$ cat config.mk
export PLATFORM = sky130hd
export DESIGN_NAME = div_share_sched_flat
export DESIGN_NICKNAME = d
export VERILOG_FILES = /design/src/rtl/div_share_sched_pkg.sv /design/src/rtl/div_share_sched_if.sv /design/src/rtl/div_share_sched_div_iter_core.sv /design/src/rtl/div_share_sched.sv /design/src/flat_wrapper.sv
export SDC_FILE = /design/constraint.sdc
export NUM_CORES = 1
export LEC_CHECK = 0
export ABC_CLOCK_PERIOD_IN_PS = 5750
export BUFFER_PORTS_ARGS = -buffer_cell sky130_fd_sc_hd__buf_2
export CELL_PAD_IN_SITES_DETAIL_PLACEMENT = 1
export CELL_PAD_IN_SITES_GLOBAL_PLACEMENT = 1
export CORE_MARGIN = 5
export CORE_UTILIZATION = 35
export CTS_BUF_LIST = sky130_fd_sc_hd__clkbuf_8
export DETAILED_ROUTE_END_ITERATION = 8
export PLACE_DENSITY_LB_ADDON = 0.1
export RECOVER_POWER = 25
export REMOVE_ABC_BUFFERS = 1
export SLEW_MARGIN = 0
export SYNTH_ARGS = -nofsm -noshare
export SYNTH_HDL_FRONTEND = slang
export SYNTH_SLANG_ARGS = --single-unit
$ cat constraint.sdc
create_clock -name clk -period 5.75 [get_ports clk]
set_input_delay 0.8625 -clock clk [delete_from_list [all_inputs] [get_ports clk]]
set_output_delay 0.8625 -clock clk [all_outputs]
set_load 0.05 [all_outputs]
$ cat src/rtl/div_share_sched_pkg.sv
// Shared types and constants for the two-pipe shared iterative divider.
package div_share_sched_pkg;

  typedef enum logic [1:0] {
    IDLE = 2'd0,
    CALC = 2'd1,
    DONE = 2'd2
  } div_state_t;

  typedef struct packed {
    logic [31:0] opd1;
    logic [31:0] opd2;
    logic        is_mod;
    logic        is_unsigned;
  } div_req_t;

  localparam logic [31:0] DIV_BY_ZERO_RES = 32'hFFFF_FFFF;
  localparam logic [4:0]  LAST_STEP       = 5'd31;

  // Magnitude of a signed operand; 0x80000000 maps to itself as an unsigned value.
  function automatic logic [31:0] abs32(input logic [31:0] v, input logic is_signed);
    return (is_signed && v[31]) ? (~v + 32'd1) : v;
  endfunction

  function automatic logic [1:0] pipe_oh(input logic id);
    return id ? 2'b10 : 2'b01;
  endfunction

endpackage

$ cat src/rtl/div_share_sched_if.sv
// Request/response bundle between the two execute pipes and the shared divider.
interface div_share_sched_if;
  logic             flush_i;
  logic [1:0]       req_valid_i;
  logic [1:0]       req_ready_o;
  logic [1:0][31:0] req_opd1_i;
  logic [1:0][31:0] req_opd2_i;
  logic [1:0]       req_is_mod_i;
  logic [1:0]       req_unsigned_i;
  logic [1:0]       resp_valid_o;
  logic [1:0]       resp_ready_i;
  logic [31:0]      resp_data_o;
  logic             busy_o;

  modport slave (
    input  flush_i, req_valid_i, req_opd1_i, req_opd2_i, req_is_mod_i, req_unsigned_i,
           resp_ready_i,
    output req_ready_o, resp_valid_o, resp_data_o, busy_o
  );

  modport master (
    output flush_i, req_valid_i, req_opd1_i, req_opd2_i, req_is_mod_i, req_unsigned_i,
           resp_ready_i,
    input  req_ready_o, resp_valid_o, resp_data_o, busy_o
  );
endinterface

$ cat src/rtl/div_share_sched_div_iter_core.sv
// Restoring radix-2 divider datapath: one quotient bit per step, MSB first,
// with sign fix-up folded into the last step so the result registers are final.
module div_iter_core
  import div_share_sched_pkg::*;
#(
  parameter bit ZERO_BYPASS = 1'b1
) (
  input  logic        clk,
  input  logic        rst_n,
  input  logic        start_i,
  input  logic [31:0] opd1_i,
  input  logic [31:0] opd2_i,
  input  logic        unsigned_i,
  input  logic        step_i,
  input  logic [4:0]  cnt_i,
  output logic [31:0] quot_o,
  output logic [31:0] rem_o
);

  logic [31:0] dvs_q, quo_q, rem_q, quot_q, remr_q;
  logic        neg_quot_q, neg_rem_q, dz_q;

  logic        dz_in;
  logic [32:0] rem_sh;
  logic        ge;
  logic [31:0] rem_nx, quo_nx;
  logic        last;

  assign dz_in  = (opd2_i == 32'd0);
  assign rem_sh = {rem_q, quo_q[31]};
  // rem_sh[32] set means the shifted remainder already exceeds any 32-bit divisor
  assign ge     = rem_sh[32] | (rem_sh[31:0] >= dvs_q);
  assign rem_nx = ge ? (rem_sh[31:0] - dvs_q) : rem_sh[31:0];
  assign quo_nx = {quo_q[30:0], ge};
  assign last   = step_i & (cnt_i == 5'd0);

  always_ff @(posedge clk or negedge rst_n) begin
    if (!rst_n) begin
      dvs_q      <= '0;
      quo_q      <= '0;
      rem_q      <= '0;
      quot_q     <= '0;
      remr_q     <= '0;
      neg_quot_q <= 1'b0;
      neg_rem_q  <= 1'b0;
      dz_q       <= 1'b0;
    end else if (start_i) begin
      dvs_q      <= abs32(opd2_i, ~unsigned_i);
      quo_q      <= abs32(opd1_i, ~unsigned_i);
      rem_q      <= '0;
      neg_quot_q <= ~unsigned_i & (opd1_i[31] ^ opd2_i[31]);
      neg_rem_q  <= ~unsigned_i & opd1_i[31];
      dz_q       <= dz_in;
      if (ZERO_BYPASS && dz_in) begin
        quot_q <= DIV_BY_ZERO_RES;
        remr_q <= DIV_BY_ZERO_RES;
      end
    end else if (step_i) begin
      quo_q <= quo_nx;
      rem_q <= rem_nx;
      if (last) begin
        quot_q <= dz_q ? DIV_BY_ZERO_RES : (neg_quot_q ? (~quo_nx + 32'd1) : quo_nx);
        remr_q <= dz_q ? DIV_BY_ZERO_RES : (neg_rem_q  ? (~rem_nx + 32'd1) : rem_nx);
      end
    end
  end

  assign quot_o = quot_q;
  assign rem_o  = remr_q;

endmodule

$ cat src/rtl/div_share_sched.sv
// Shared DIV/MOD unit for the two execute pipes: round-robin arbiter, scheduler FSM
// and one iterative divide in flight at a time.
//   state | meaning
//   IDLE  | free; arbiter may grant one pipe
//   CALC  | 32 divide steps, counter 31 -> 0
//   DONE  | result held for the owning pipe until it accepts
module div_share_sched
  import div_share_sched_pkg::*;
#(
  parameter bit ZERO_BYPASS = 1'b1
) (
  input logic              clk,
  input logic              rst_n,
  div_share_sched_if.slave bus
);

  div_state_t state_q;
  logic       ptr_q, owner_q, is_mod_q;
  logic [4:0] cnt_q;
  logic [1:0] resp_valid_q;

  logic [1:0]  grant, ready;
  logic        acc, acc_id, dz, step, hs;
  div_req_t    req_sel;
  logic [31:0] quot, rem;

  always_comb begin
    grant = bus.req_valid_i;
    if (&bus.req_valid_i) grant = ptr_q ? 2'b10 : 2'b01;
  end

  // Gated by rst_n so no grant is offered while the block is held in reset.
  assign ready  = grant & {2{(state_q == IDLE) & ~bus.flush_i & rst_n}};
  assign acc    = |ready;
  assign acc_id = ready[1];

  always_comb begin
    req_sel.opd1        = bus.req_opd1_i[acc_id];
    req_sel.opd2        = bus.req_opd2_i[acc_id];
    req_sel.is_mod      = bus.req_is_mod_i[acc_id];
    req_sel.is_unsigned = bus.req_unsigned_i[acc_id];
  end

  assign dz   = (req_sel.opd2 == 32'd0);
  assign step = (state_q == CALC) & ~bus.flush_i;
  assign hs   = |(resp_valid_q & bus.resp_ready_i);

  always_ff @(posedge clk or negedge rst_n) begin
    if (!rst_n) begin
      state_q      <= IDLE;
      ptr_q        <= 1'b0;
      owner_q      <= 1'b0;
      is_mod_q     <= 1'b0;
      cnt_q        <= '0;
      resp_valid_q <= '0;
    end else if (bus.flush_i) begin
      state_q      <= IDLE;
      cnt_q        <= '0;
      resp_valid_q <= '0;
    end else begin
      case (state_q)
        IDLE: begin
          if (acc) begin
            owner_q  <= acc_id;
            is_mod_q <= req_sel.is_mod;
            ptr_q    <= ~acc_id;
            if (dz && ZERO_BYPASS) begin
              state_q      <= DONE;
              resp_valid_q <= pipe_oh(acc_id);
            end else begin
              state_q <= CALC;
              cnt_q   <= LAST_STEP;
            end
          end
        end
        CALC: begin
          cnt_q <= cnt_q - 5'd1;
          if (cnt_q == 5'd0) begin
            state_q      <= DONE;
            cnt_q        <= '0;
            resp_valid_q <= pipe_oh(owner_q);
          end
        end
        DONE: begin
          if (hs) begin
            state_q      <= IDLE;
            resp_valid_q <= '0;
          end
        end
        default: state_q <= IDLE;
      endcase
    end
  end

  div_iter_core #(.ZERO_BYPASS(ZERO_BYPASS)) u_core (
    .clk        (clk),
    .rst_n      (rst_n),
    .start_i    (acc),
    .opd1_i     (req_sel.opd1),
    .opd2_i     (req_sel.opd2),
    .unsigned_i (req_sel.is_unsigned),
    .step_i     (step),
    .cnt_i      (cnt_q),
    .quot_o     (quot),
    .rem_o      (rem)
  );

  assign bus.req_ready_o  = ready;
  assign bus.resp_valid_o = resp_valid_q;
  assign bus.resp_data_o  = is_mod_q ? rem : quot;
  assign bus.busy_o       = (state_q != IDLE);

endmodule

$ cat src/flat_wrapper.sv
// flat-port wrapper written by rule: the top's interface ports become plain ports
module div_share_sched_flat import div_share_sched_pkg::*;
#(
  parameter bit ZERO_BYPASS = 1'b1
)
  (clk, rst_n, bus_flush_i, bus_req_valid_i, bus_req_opd1_i, bus_req_opd2_i, bus_req_is_mod_i, bus_req_unsigned_i, bus_resp_ready_i, bus_req_ready_o, bus_resp_valid_o, bus_resp_data_o, bus_busy_o);
  div_share_sched_if bus_i ();
  input logic clk;
  input logic rst_n;
  input wire logic [$bits(bus_i.flush_i)-1:0] bus_flush_i;
  input wire logic [$bits(bus_i.req_valid_i)-1:0] bus_req_valid_i;
  input wire logic [$bits(bus_i.req_opd1_i)-1:0] bus_req_opd1_i;
  input wire logic [$bits(bus_i.req_opd2_i)-1:0] bus_req_opd2_i;
  input wire logic [$bits(bus_i.req_is_mod_i)-1:0] bus_req_is_mod_i;
  input wire logic [$bits(bus_i.req_unsigned_i)-1:0] bus_req_unsigned_i;
  input wire logic [$bits(bus_i.resp_ready_i)-1:0] bus_resp_ready_i;
  output wire logic [$bits(bus_i.req_ready_o)-1:0] bus_req_ready_o;
  output wire logic [$bits(bus_i.resp_valid_o)-1:0] bus_resp_valid_o;
  output wire logic [$bits(bus_i.resp_data_o)-1:0] bus_resp_data_o;
  output wire logic [$bits(bus_i.busy_o)-1:0] bus_busy_o;
  assign bus_i.flush_i = bus_flush_i;
  assign bus_i.req_valid_i = bus_req_valid_i;
  assign bus_i.req_opd1_i = bus_req_opd1_i;
  assign bus_i.req_opd2_i = bus_req_opd2_i;
  assign bus_i.req_is_mod_i = bus_req_is_mod_i;
  assign bus_i.req_unsigned_i = bus_req_unsigned_i;
  assign bus_i.resp_ready_i = bus_resp_ready_i;
  assign bus_req_ready_o = bus_i.req_ready_o;
  assign bus_resp_valid_o = bus_i.resp_valid_o;
  assign bus_resp_data_o = bus_i.resp_data_o;
  assign bus_busy_o = bus_i.busy_o;
  div_share_sched #(.ZERO_BYPASS(ZERO_BYPASS)) u_core (.clk(clk), .rst_n(rst_n), .bus(bus_i));
endmodule
---- Word-level counts from Yosys, hierarchy flattened ----
Index checks and enable logic that the tools add are counted.
cells by class
  reduce and logical (&&, ||, !) cells .... 18
  $lt $le $gt $ge ......................... 2
  mux-type cells .......................... 47
  bitwise operators ....................... 17
  add/sub/neg operators ................... 6
  eq/ne operators ......................... 8
operators with widths
  cell                                                                 count
  32-bit two-way mux                                                   23
  32-bit by 1-bit adder with 32-bit output (second input constant)     4
  32-bit inverter                                                      4
  32-bit >= comparator                                                 1
  32-bit logical NOT                                                   1
  32-bit subtractor                                                    1
  2-bit two-way mux                                                    13
  5-bit two-way mux                                                    4
  3-bit by 2-bit != test with 1-bit output (second input constant)     4
  2-bit case mux with 3 select lines                                   2
  3-bit AND reduction                                                  4
  5-bit case mux with 2 select lines                                   1
  1-bit bitwise AND                                                    6
  2-bit nonzero test                                                   3
  5-bit logical NOT                                                    1
  5-bit AND reduction                                                  1
  5-bit by 1-bit subtractor with 5-bit output (second input constant)  1
  2-bit bitwise AND                                                    2
  1-bit two-way mux                                                    4
  4-bit nonzero test                                                   1
  2-bit OR reduction                                                   2
  3-bit != test (second input constant)                                1
  1-bit inverter                                                       3
  3-bit nonzero test                                                   1
  other kinds (9)                                                      10
storage, ports and cells
  bits in registers ....................... 175
  word-level logic and storage cells ...... 112
  bits of input ports ..................... 139
  output and inout bits ................... 37

---- Longest topological paths before layout ----
  depth in word-level cells ............... 11
  mapped depth ............................ 24
  mapped depth without buffers ............ 20

---- Hierarchy ----
From an unflattened synthesis, not the netlist that was laid out.
second synthesis, totals
  cells, all modules ...................... 1,803
  area total of the unflattened synthesis .. 14,052.2 µm²
modules (own cells, without submodules)
  module           instances  seq. area each (µm²)  cells each  area an instance (µm²)
  div_iter_core    1          4,078.9               1,439       11,941.5
  div_share_sched  1          300.3                 364         2,110.8

---- Least setup slack after synthesis ----
OpenSTA, ideal clock, no wires.
  path kind ............................... input port to flip-flop
  from .................................... input port bus_flush_i
  to ...................................... register u_core.u_core.remr_q[0], in the netlist u_core.u_core.rem_o[0]
  path slack .............................. 0.531 ns
  library setup time ...................... 0.078 ns
  arrival ................................. 5.142 ns
  buffers on the path ..................... 8
  required time ........................... 5.672 ns
  stages .................................. 19
  cells stage by stage .................... and3b_1 -> nand3_1 -> inv_2 -> buf_2 -> buf_2 -> buf_2 -> buf_2 -> buf_2 -> buf_2 -> buf_2 -> mux2i_1 -> ha_1 -> nand3_1 -> nor4_1 -> nand3_1 -> o21ai_1 -> buf_2 -> nor2_1 -> a21oi_1
between the ends
  cells in the longest elaborated chain, start to end .. 9
  elaborated cells between the ends (all ways) .. 15
  those cells by class .................... eq/ne: 1; mux: 3; bitwise: 6; reduce/logical: 5
RTL lines
  what                                                    RTL line                             source
  from (decl)                                             flat_wrapper.sv:10                   input wire logic [$bits(bus_i.flush_i)-1:0] bus_flush_i;
  1-bit inverter (no source line) (*)                     -
  1-bit bitwise AND (*) (2 in series)                     div_share_sched.sv:33                assign ready = grant & {2{(state_q == IDLE) & ~bus.flush_i & rst_n}};
  2-bit bitwise AND (*)                                   div_share_sched.sv:33
  via bus_req_ready_o[1]                                  flat_wrapper.sv:17                   output wire logic [$bits(bus_i.req_ready_o)-1:0] bus_req_ready_o;
  32-bit two-way mux (not written as such) (2 in series)  div_share_sched.sv:39                req_sel.opd2 = bus.req_opd2_i[acc_id];
  32-bit logical NOT                                      div_share_sched_div_iter_core.sv:29  assign dz_in = (opd2_i == 32'd0);
  2-bit != test (no source line)                          -
  3-bit AND reduction (no source line)                    -
  to (signal assigned)                                    div_share_sched_div_iter_core.sv:63  remr_q <= dz_q ? DIV_BY_ZERO_RES : (neg_rem_q ? (~rem_nx + 32'd1) : rem_nx);
  to (decl)                                               div_share_sched_div_iter_core.sv:20  logic [31:0] dvs_q, quo_q, rem_q, quot_q, remr_q;
Mark *: on every way through the listed nets, which the timed path passes. The rest lies on a longest branch. The select of a mux whose other input is x is not followed.
A chain may end at the register's enable or synchronous reset.

---- Worst setup path after layout ----
  from .................................... register u_core.u_core.dvs_q[26]
  to ...................................... register u_core.u_core.remr_q[30], in the netlist u_core.u_core.rem_o[30]
between the ends
  cells in the longest elaborated chain, start to end .. 10
  elaborated cells between the ends (all ways) .. 11
  those cells by class .................... add/sub: 2; order compare: 1; mux: 6; bitwise: 2
RTL lines
  what                                      RTL line                             source
  from (decl)                               div_share_sched_div_iter_core.sv:20
  from (signal assigned)                    div_share_sched_div_iter_core.sv:48  dvs_q <= abs32(opd2_i, ~unsigned_i);
  32-bit >= comparator                      div_share_sched_div_iter_core.sv:32  assign ge = rem_sh[32] | (rem_sh[31:0] >= dvs_q);
  1-bit bitwise OR                          div_share_sched_div_iter_core.sv:32
  32-bit two-way mux (*)                    div_share_sched_div_iter_core.sv:33  assign rem_nx = ge ? (rem_sh[31:0] - dvs_q) : rem_sh[31:0];
  32-bit inverter                           div_share_sched_div_iter_core.sv:63
  32-bit by 1-bit adder with 32-bit output  div_share_sched_div_iter_core.sv:63
  32-bit two-way mux (*) (2 in series)      div_share_sched_div_iter_core.sv:63
  32-bit two-way mux (*)                    div_share_sched_div_iter_core.sv:61  if (last) begin
  32-bit two-way mux (*)                    div_share_sched_div_iter_core.sv:58  end else if (step_i) begin
  32-bit two-way mux (*)                    div_share_sched_div_iter_core.sv:47  end else if (start_i) begin
Every way passes the cells marked *; elsewhere a longest branch is shown, timed or not. The select of a mux whose other input is x is not followed.

==> impl_metrics.tcl <==
set metrics [dict create \
    outcome "finished, violations left" \
    violations "capacitance limit, slew limit" \
    finalClockSkew_ns 0.0217 \
    drive_above_1_share 0.167 \
    antenna_left 0 \
    cp.arrival_ns 5.55 \
    yosysWarnings 0 \
    hold_viol 0 \
    worst-r2r-setup-slack_ns 0.59 \
    synth_flop_cell "dfrtp_1" \
    ctsResizeCount 0 \
    async_flop_share 1.00 \
    finalInstanceArea_um2 15800 \
    syn-mean-instance-area_um2 8.05 \
    finalCritPeriodShare 0.897 \
    stdcell_count 2403 \
    crit_start "u_core.u_core.dvs_q[26]" \
    setup_ws_ns 0.593 \
    dp.cells 2371 \
    finalPower_mw 11.0 \
    nets 2045 \
    critPathLaunchType "flip-flop" \
    seq_area_um2 4380 \
    drtPass1Iterations 5 \
    synth_seq_cells 175 \
    path_class "reg2reg" \
    max_stage_delay_ns 0.51 \
    worstReg2RegStart "u_core.u_core.dvs_q[26]" \
    maxCapViolations 2 \
    vias 13700 \
    ir_drop_v 0.000307 \
    grt_pass1_vias 14100 \
    gp_congestion 0.905 \
    utilization 0.397 \
    dp_hpwl_um 39900 \
    initial_utilization 0.353 \
    drtIter0Drc 634 \
    place_area_um2 15400 \
    synth_edf_count 0 \
    drc 0 \
    die_area_um2 44200 \
    postCtsSetupRepairBufs 0 \
    netlist_area_um2 14000 \
    fp-row-count 73 \
    path_clk_slew_ns 0.11 \
    fmax_mhz 194 \
    reg2reg_depth 18 \
    clk_path_buf_depth 2 \
    grt_pass1_wl_um 80400 \
    crit_path_cell_trace "inv_1 > ha_1 > and2_1 > a311o_1 > a221o_1 > a211oi_4 > nand2_2 > o21ai_0 > ha_1 > inv_1 > or4_1 > nor3_1 > a31oi_1 > a211oi_4 > and4_1 > nand4_1 > a211oi_1 > nor3_2" \
    worstPathRequired_ns 6.15 \
    finalMaxSlewViolations 108 \
    fin_crit_ns 5.16 \
    fp.dieH_um 210 \
    rsz0062_at_grt "no" \
    cts_tree "done" \
    syn_inst 1744 \
    pin_count 176 \
    die_x_um 210 \
    yosysUniqueCellTypes 86 \
    hold_path_class "reg2reg" \
    cp_slowest_cell "or4_1" \
    numCtsBuffers 17 \
    antenna_found_initial 2 \
    routedWlPerCell_um 21.3 \
    leakagePower_nw 6.66 \
    cts_sinks 175 \
    cts-root-buf "clkbuf_8" \
    htree_levels 4 \
    rr_endpoint "u_core.u_core.rem_o[30]" \
    grt_max_degree 71 \
    multi_input_area_um2 9040 \
    worstMarginPinSlew_ns 3.39 \
    area_delta_synth_final_pct 12.5 \
    powerDensity_nw_per_um2 694 \
    nFillCells 4830 \
    critPathCapture "u_core.u_core.rem_o[30]" \
    hold_buffers 0 \
    port_buffers 175 \
    end_kind "flip-flop" \
    avgViaCountPerCell 5.68 \
    place_worst_setup_slack_ns 0.674 \
    insertion_delay_ns 0.53 \
    yosysSeqAreaShare 0.312 \
    setup_violations 0 \
    grt_usage 0.228 \
    critical_path_peak_fanout 14 \
    core_area_um2 39700 \
    maxSlewHeadroom -1.26 \
    overflow 0 \
    wirelength_um 51300 \
]
-- through the flow --
step | hold WS (ns) | TNS [ns]
floorplan | 0.449 | -198.59
global placement | 0.467 | 0
detailed placement | 0.473 | 0
CTS | 0.497 | 0
global route | 0.529 | 0
finish | 0.494 | 0
-- cells by family after synthesis --
kind of cell / synth area share
mux: 0.0812
compound gates: 0.229
fa+ha+maj: 0.0371
buf+inv: 0.0473
xor+xnor: 0.0899
flops: 0.312
simple gates: 0.203
-- worst max-delay path: cells and delay by family (launching register included) --
kind / cells / cell delay, ns
compound gates: 7 / 2.22
simple gates: 7 / 1.56
buf+inv: 2 / 0.13
flops: 1 / 0.38
fa+ha+maj: 2 / 0.71
-- Yosys cell counts, types with 21 or more instances --
cell type    n  share of area
nor2_1     205          0.055
nand2_1    183          0.049
dfrtp_1    175           0.31
a21oi_1    163          0.058
o21ai_0     95          0.034
xor2_1      77          0.048
mux2i_1     72          0.051
clkbuf_1    71          0.019
xnor2_1     67          0.042
nor3_1      54          0.019
inv_1       53          0.014
a31oi_1     44          0.020
ha_1        40          0.036
mux2_2      36          0.029
a211oi_1    34          0.018
or3_1       29          0.013
buf_2       23         0.0082
o211ai_1    23          0.012
nand3_1     21         0.0075
-- state kept, by name (all words and copies together) (netlist names), 2 cells and up --
signal / cells
u_core.u_core.dvs_q: 32
u_core.u_core.rem_q: 32
u_core.u_core.rem_o: 32
u_core.bus.resp_valid_o: 2
u_core.cnt_q: 5
u_core.state_q: 2
u_core.u_core.quo_q: 32
u_core.u_core.quot_o: 32
-- worst min-delay path by stage --
stage,from,end,slack [ns],cells past startpoint
after CTS,u_core.u_core.dvs_q[22],u_core.u_core.dvs_q[22],0.50,2
after global routing,u_core.u_core.dvs_q[22],u_core.u_core.dvs_q[22],0.53,2
after global placement,u_core.u_core.dvs_q[22],u_core.u_core.dvs_q[22],0.47,2
after floorplan,u_core.u_core.dvs_q[31],u_core.u_core.dvs_q[31],0.45,2
after detailed placement,u_core.u_core.dvs_q[22],u_core.u_core.dvs_q[22],0.47,2
final,u_core.u_core.dvs_q[22],u_core.u_core.dvs_q[22],0.49,2
-- where the power goes --
part           switching, mW  internal, mW
sequential             0.642          1.83
clock                  0.556         0.312
combinational           4.92          2.69
-- cells in the final DEF (no fill, tap or decap), types with 23 or more instances in the layout --
cell type | synthesis | layout
o21ai_0 | 95 | 95
a21oi_1 | 163 | 163
nand2_1 | 183 | 182
xor2_1 | 77 | 77
or3_1 | 29 | 29
a31oi_1 | 44 | 44
mux2_2 | 36 | 36
mux2i_1 | 72 | 72
inv_1 | 53 | 53
nor2_1 | 205 | 203
buf_2 | 23 | 174
a211oi_1 | 34 | 34
xnor2_1 | 67 | 67
nor3_1 | 54 | 54
o211ai_1 | 23 | 23
ha_1 | 40 | 40
buf_4 | 1 | 34
dfrtp_1 | 175 | 175
-- per-layer routing --
metal	vias up	track usage	wire [um]
met4	0	0.0531	1040
met2	246	0.369	23600
li1	6545	-	-
met1	6814	0.321	24600
met5	-	0	0
met3	56	0.0357	1970
-- area by class of cell --
cell class	count	share of cell area
Multi-Input combinational cell	1405	0.573
Sequential cell	175	0.278
Antenna cell	1	0.000159
Clock buffer	17	0.0148
Timing Repair Buffer	211	0.0721
Inverter	55	0.0132
Clock inverter	14	0.00785
Tap cell	525	0.0416
Power figures use the tool's default switching activity.
